## src/rtl/instr_fetch_sequencer.sv

```systemverilog
`default_nettype none
// +--------------------------------------------------------------------------+
// | instr_fetch_sequencer                                                    |
// | Owns the PC, assembles 16-bit instructions from two byte reads into the  |
// | downstream IR, and holds them valid until the decode stage acknowledges. |
// | Revision: 1.0                                                            |
// +--------------------------------------------------------------------------+
module instr_fetch_sequencer #(
  parameter int                ADDR_W   = 8,
  parameter logic [ADDR_W-1:0] RESET_PC = '0,
  parameter int                CNT_W    = 16
) (
  input  logic              Clock,
  input  logic              Reset,
  input  logic              Enable,
  input  logic              Ack,
  input  logic              Branch,
  input  logic [ADDR_W-1:0] BranchAddr,
  output logic [ADDR_W-1:0] MemAddr,
  output logic              MemRead,
  output logic              IRWrite,
  output logic              IRLH,
  output logic              InstrValid,
  output logic [ADDR_W-1:0] PC,
  output logic [CNT_W-1:0]  FetchCount
);

  typedef enum logic [1:0] {
    S_IDLE    = 2'd0,
    S_FETCH_L = 2'd1,
    S_FETCH_H = 2'd2,
    S_HOLD    = 2'd3
  } state_t;

  state_t            r_state;
  logic [ADDR_W-1:0] r_pc;
  logic [CNT_W-1:0]  r_fetch_count;

  always_ff @(posedge Clock or posedge Reset) begin
    if (Reset) begin
      r_state       <= S_IDLE;
      r_pc          <= RESET_PC;
      r_fetch_count <= '0;
    end else begin
      case (r_state)
        S_IDLE: begin
          if (Enable) r_state <= S_FETCH_L;
        end
        S_FETCH_L: begin
          if (Enable) begin
            r_pc    <= r_pc + ADDR_W'(1);
            r_state <= S_FETCH_H;
          end
        end
        S_FETCH_H: begin
          if (Enable) begin
            r_pc          <= r_pc + ADDR_W'(1);
            r_fetch_count <= r_fetch_count + CNT_W'(1);
            r_state       <= S_HOLD;
          end
        end
        S_HOLD: begin
          // Branch only takes effect together with the acknowledge.
          if (Ack) begin
            r_state <= S_FETCH_L;
            if (Branch) r_pc <= BranchAddr;
          end
        end
        default: r_state <= S_IDLE;
      endcase
    end
  end

  // Strobes decode from state so an async reset clears them immediately.
  always_comb begin
    MemRead    = 1'b0;
    IRWrite    = 1'b0;
    IRLH       = 1'b0;
    InstrValid = 1'b0;
    case (r_state)
      S_FETCH_L: begin
        MemRead = Enable;
        IRWrite = Enable;
      end
      S_FETCH_H: begin
        MemRead = Enable;
        IRWrite = Enable;
        IRLH    = 1'b1;
      end
      S_HOLD:  InstrValid = 1'b1;
      default: ;
    endcase
  end

  assign MemAddr    = r_pc;
  assign PC         = r_pc;
  assign FetchCount = r_fetch_count;

endmodule
`default_nettype wire

```

## config.mk

```make
export PLATFORM = sky130hd
export DESIGN_NAME = instr_fetch_sequencer
export DESIGN_NICKNAME = d
export VERILOG_FILES = /design/src/rtl/instr_fetch_sequencer.sv
export SDC_FILE = /design/constraint.sdc
export NUM_CORES = 1
export LEC_CHECK = 0
export ABC_AREA = 1
export CORE_ASPECT_RATIO = 0.7
export CORE_MARGIN = 10
export CORE_UTILIZATION = 47
export CTS_CLUSTER_SIZE = 30
export DETAILED_ROUTE_END_ITERATION = 7
export HOLD_SLACK_MARGIN = 0.12
export PLACE_DENSITY = 0.8
export SYNTH_ARGS = -nofsm -noshare
export SYNTH_HDL_FRONTEND = slang
export SYNTH_SLANG_ARGS = --single-unit
export TNS_END_PERCENT = 5
```

## constraint.sdc

```tcl
create_clock -name Clock -period 2 [get_ports Clock]
set_input_delay 0.2 -clock Clock [delete_from_list [all_inputs] [get_ports Clock]]
set_output_delay 0.2 -clock Clock [all_outputs]
set_load 0.01 [all_outputs]
```

# --- Word level (Yosys, flattened, before mapping) ---
# Cells that the tools add are included.
totals:
  latch_bits: 0
  n_memories: 0
  mem_bits_ro: 0
  input_bits: 13
  reg_bits: 26
  output_inout_bits: 36
  ram_bits: 0
op_classes:
  div: 0
  n_bitwise: 0
  magnitude_cmp: 0
  eq_ne: 9
  muxes: 12
  n_reduce_logical: 6
  shifts: 0
  add_sub_neg: 2
  multipliers: 0
op_table:
  columns: ["op", "count"]
  rows:
  - ["8-bit 2-to-1 mux", 3]
  - ["16-bit by 1-bit adder with 16-bit output (second input constant)", 1]
  - ["8-bit case mux with 2 select lines", 1]
  - ["2-bit != test (second input constant)", 5]
  - ["8-bit by 1-bit adder with 8-bit output (second input constant)", 1]
  - ["2-bit 2-to-1 mux", 4]
  - ["2-bit case mux with 4 select lines", 1]
  - ["4-bit AND reduction", 2]
  - ["2-bit equality test (second input constant)", 2]
  - ["1-bit 2-to-1 mux", 3]
  - ["2-bit by 1-bit equality test with 1-bit output (second input constant)", 1]
  - ["2-bit zero test", 1]
  - ["2-bit by 1-bit != test with 1-bit output (second input constant)", 1]
  - ["2-bit AND reduction", 1]
  - ["2-bit nonzero test", 1]
  - ["2-bit OR reduction", 1]

# --- Longest topological paths before layout ---
depth:
  depth_word: 4
  depth_mapped: 9
  mapped_depth_nobuf: 9

# --- Worst setup path before layout ---
# No wires, ideal clock.
synth_timing:
  path_kind: "register to register"
  start: "register r_state[1]"
  end: "register r_pc[3], in the netlist MemAddr[3]"
  setup_ps: 121
  stages_incl_launch_ff: 9
  setup_slack_ps: 531
  arrival_ps: 1347
  required_ps: 1879
  cell_sequence: "dfrtp_1 ha_1 inv_2 or2_0 nand3b_2 buf_6 nor2_1 nand2_1 o21ai_1"
synth_between:
  elab_chain_len: 4
  word_cells_on_any_way: 10
  cone_classes: "6 x eq/ne; 1 x mux; 3 x reduce/logical"
synth_rtl:
  columns: ["element", "line", "text"]
  rows:
  - ["start: declaration", "35", "state_t r_state;"]
  - ["start signal: assignment", "41", "r_state <= S_IDLE;"]
  - ["start signal: assignment", "47", "if (Enable) r_state <= S_FETCH_L;"]
  - ["start signal: assignment", "52", "r_state <= S_FETCH_H;"]
  - ["2-bit equality test / 2-bit by 1-bit equality test with 1-bit output (equally long branches)", "45", "case (r_state)"]
  - ["2-bit OR reduction (no source line)", null, null]
  - ["2-bit by 1-bit != test with 1-bit output (no source line) / 2-bit nonzero test (equally long branches)", null, null]
  - ["4-bit AND reduction (no source line)", null, null]
  - ["end signal: assignment", "51", "r_pc <= r_pc + ADDR_W'(1);"]
  - ["end signal: assignment", "57", "r_pc <= r_pc + ADDR_W'(1);"]
  - ["end signal: assignment", "66", "if (Branch) r_pc <= BranchAddr;"]
  - ["end: declaration", "36", "logic [ADDR_W-1:0] r_pc;"]
# Several ways; a longest one is shown, not always the timed one.
# A chain may end at the register's enable or synchronous reset.

# --- Final worst setup path ---
layout_timing:
  start: "register r_state[1]"
  end: "output InstrValid"
layout_between:
  elab_chain_len: 2
layout_rtl:
  columns: ["element", "line", "text"]
  rows:
  - ["2-bit equality test", "80", "case (r_state)"]
  - ["1-bit 2-to-1 mux", "80", null]
  - ["end: declaration", "23", "output logic InstrValid,"]
# No other way between the ends.

==> run metrics <==
outcome finished clean; Yosys reg bits 26; DIE HEIGHT 68.78 µm; fraction of layout cells with a size suffix above 1 roughly 6.4%; worst slew pin tran approximately 0.36 ns; MaxCap Viol Count 0; Initial DRC Count 91; Nets between 200 and 300; Synth Warn # 0; RSZ-0062 raised after global routing no; DPL Wire Length 3090 µm; min-delay worst type in -> async; Final Hold Fails 0; Core Box Area approximately 3200 µm²; WP data arrival 1.63 ns; CTS tree built; reg2reg setup slack 0.17 ns; first-pass GRT wire length 6506 µm; vias per cell 4.672; worst-case clock buffer depth 2; Top-Level Pins 49; H-tree depth 1; Unique masters post-synth 28; vias in the first global route 1,374; worst setup path category reg -> out; Avg WL per Cell 12.96 µm; Layout area overhead 33.83%; CTS sink cnt 26; Final Max Tran Viols 0; Req. time, crit path 1.80 ns; routability cong. 0.7799; Critical Path, Cell by Cell ha_1 -> clkdlybuf4s50_1; pin count of the biggest net entering global routing 27; P per Cell Area 1286 nW/µm²; Pre-Repair DR Iteration Count 4; vias 1,383; Startpoint Class flip-flop; Synth top area share 40.72%; Routed WL around 3800 µm; FP Rows 17; Pleak ~1.0 nW; worst r2r src r_state[1]; sequential share of the synthesized area 40.72%; top-count cell post-synth nand2_1; crit path max fanout 7; slowest cell on the critical path clkdlybuf4s50_1; DR DRC count 0; hold buffer count at CTS 0; Max VDD drop 1.054 mV; Worst-Skew Late Latency around 0.27 ns; Register-to-Register Path Depth 8; Most used DFF post-synth dfrtp_1; Slew HR 75.46%; Post-Route Skew about 0.0042 ns; Fmax roughly 550 MHz; clock transition at the registers of the reported paths about 0.090 ns; cts bufs inserted 3; Avg Inst Size Synth a little under 8 µm²; endpoints failing setup 0; Total GRT Usage 13.39%; initial antenna violation count 0; chip width 89.69 µm; Tcrit/Tclk final 91.60%; post-route setup slack 0.1681 ns; post-place setup slack 0.1971 ns; CP endpoint kind primary output; Async SR Flop Fraction 100.0%; I/O Buffers 48; top cells by area, synth dfrtp_1 41%, nand2_1 15%, nor2_1 6.1%; min Tclk post-route 1.832 ns; number of flops mapped to enable cells by yosys 0; Post-Syn Area about 1600 µm²; die area 6169 µm²; largest area contributor in the netlist dfrtp_1; initial core utilization 49.75%; # diodes 0; gr ovfl total 0; final setup TNS 0 ns; Mapped Nets around 230; Final ANT Viol Nets 0; Mapped Cells ~200; Synth top cells by count 63 x nand2_1, 26 x dfrtp_1, 26 x nor2_1; RR Endpoint MemAddr[1]; # fillers 281; Root Buffer clkbuf_8; CP peak stage delay about 0.6 ns
[report_power, final]
part | internal [W] | switching (W)
clock network | 0.000176 | 0.000160
logic | 0.000740 | 0.000794
registers | 0.000678 | 0.000201
total | 0.00159 | 0.00116
[stage by stage]
| step | hold slack [ns] | cells | power, W | util (%) | area (µm²) |
|---|---|---|---|---|---|
| after floorplan | 0.2400 | 206 | 0.001859 | - | 1598 |
| after global placement | 0.4828 | 292 | 0.002372 | 64.43 | 2069 |
| after detailed placement | 0.4988 | 292 | 0.002412 | 64.43 | 2069 |
| after CTS | 0.2951 | 296 | 0.002763 | 66.15 | 2125 |
| after global routing | 0.3340 | 296 | 0.003010 | 66.58 | 2138 |
| final | 0.2842 | 296 | 0.002750 | 66.58 | 2138 |
[routing by layer]
metal  vias to the layer above  track usage (%)  share of wire, %  wire length [µm]
li1                        713                -                 -                 -
met1                       627            17.70                48              1840
met2                        41            21.75                44              1673
met3                         2            3.981               8.0               305
met4                         0            1.779              0.42                16
met5                         -                0                 0                 0
[logic make-up (layout without fill, tap and decap cells)]
group | count (synthesis) | count (layout) | share of synthesized area (%)
flip-flops | 26 | 26 | 40.72
XOR/XNOR | 14 | 14 | 7.674
AND/OR/NAND/NOR | 114 | 114 | 31.72
AO/OA/AOI/OAI | 11 | 11 | 3.837
buffers and inverters | 34 | 77 | 10.57
adder cells (fa/ha/maj) | 7 | 7 | 5.481
[layout make-up]
class                      count  area [µm²]  share of cell area, %
clock buffer                   4       55.05                  2.575
inverter                      23       86.33                  4.037
multi-input combinational    146       787.0                  36.81
sequential                    26       650.6                  30.43
tap                           47       58.81                  2.750
timing repair buffer          50       500.5                  23.41
[worst max-delay path: cells and delay by family, from the launching register on]
kind,cells,cell delay (ns)
adders and majority gates,1,0.33
DFF,1,0.43
buffers and inverters,1,0.60
[state kept, by name, indices dropped and copies added, names as in the netlist]
signal      flops
r_state         2
MemAddr         8
FetchCount     16
[layout by cell type, fill, tap and decap left out]
cell type and instances:
inv_2 1, ha_1 7, inv_1 22, nor2_2 1, nor3_1 2, nand2_1 63, nand3_2 1, clkbuf_8 4
clkdlybuf4s50_1 46, or2_0 1, nor3_2 1, nand3b_4 1, o211ai_1 2, nor2_1 26, dlymetal6s2s_1 2, xnor2_1 7
o21ai_0 6, nand2_4 1, o22ai_1 1, dfrtp_1 26, or2_2 1, nand3b_1 2, nand4_1 2, o21ai_1 2
buf_4 2, nand3_1 9, xor2_1 7, nor2_4 2, nand2_2 1
[worst max-delay path by stage]
stage	startpoint	end	slack, ns	cells past startpoint
6_report	r_state[1]	InstrValid	0.17	2
3_3_place_gp	r_state[0]	MemAddr[1]	0.32	8
2_1_floorplan	r_state[1]	MemAddr[3]	0.53	8
4_1_cts	r_state[1]	IRWrite	0.05	5
3_5_place_dp	r_state[1]	MemAddr[1]	0.20	8
5_1_grt	r_state[0]	MemAddr[2]	0.02	8
[repair_timing]
action | in CTS | in global routing
endpoints found under the setup margin | 0 | 4
buffers inserted | 0 | 0
resized for setup | 0 | 3
No activity file was read; power rests on OpenSTA's default activity.
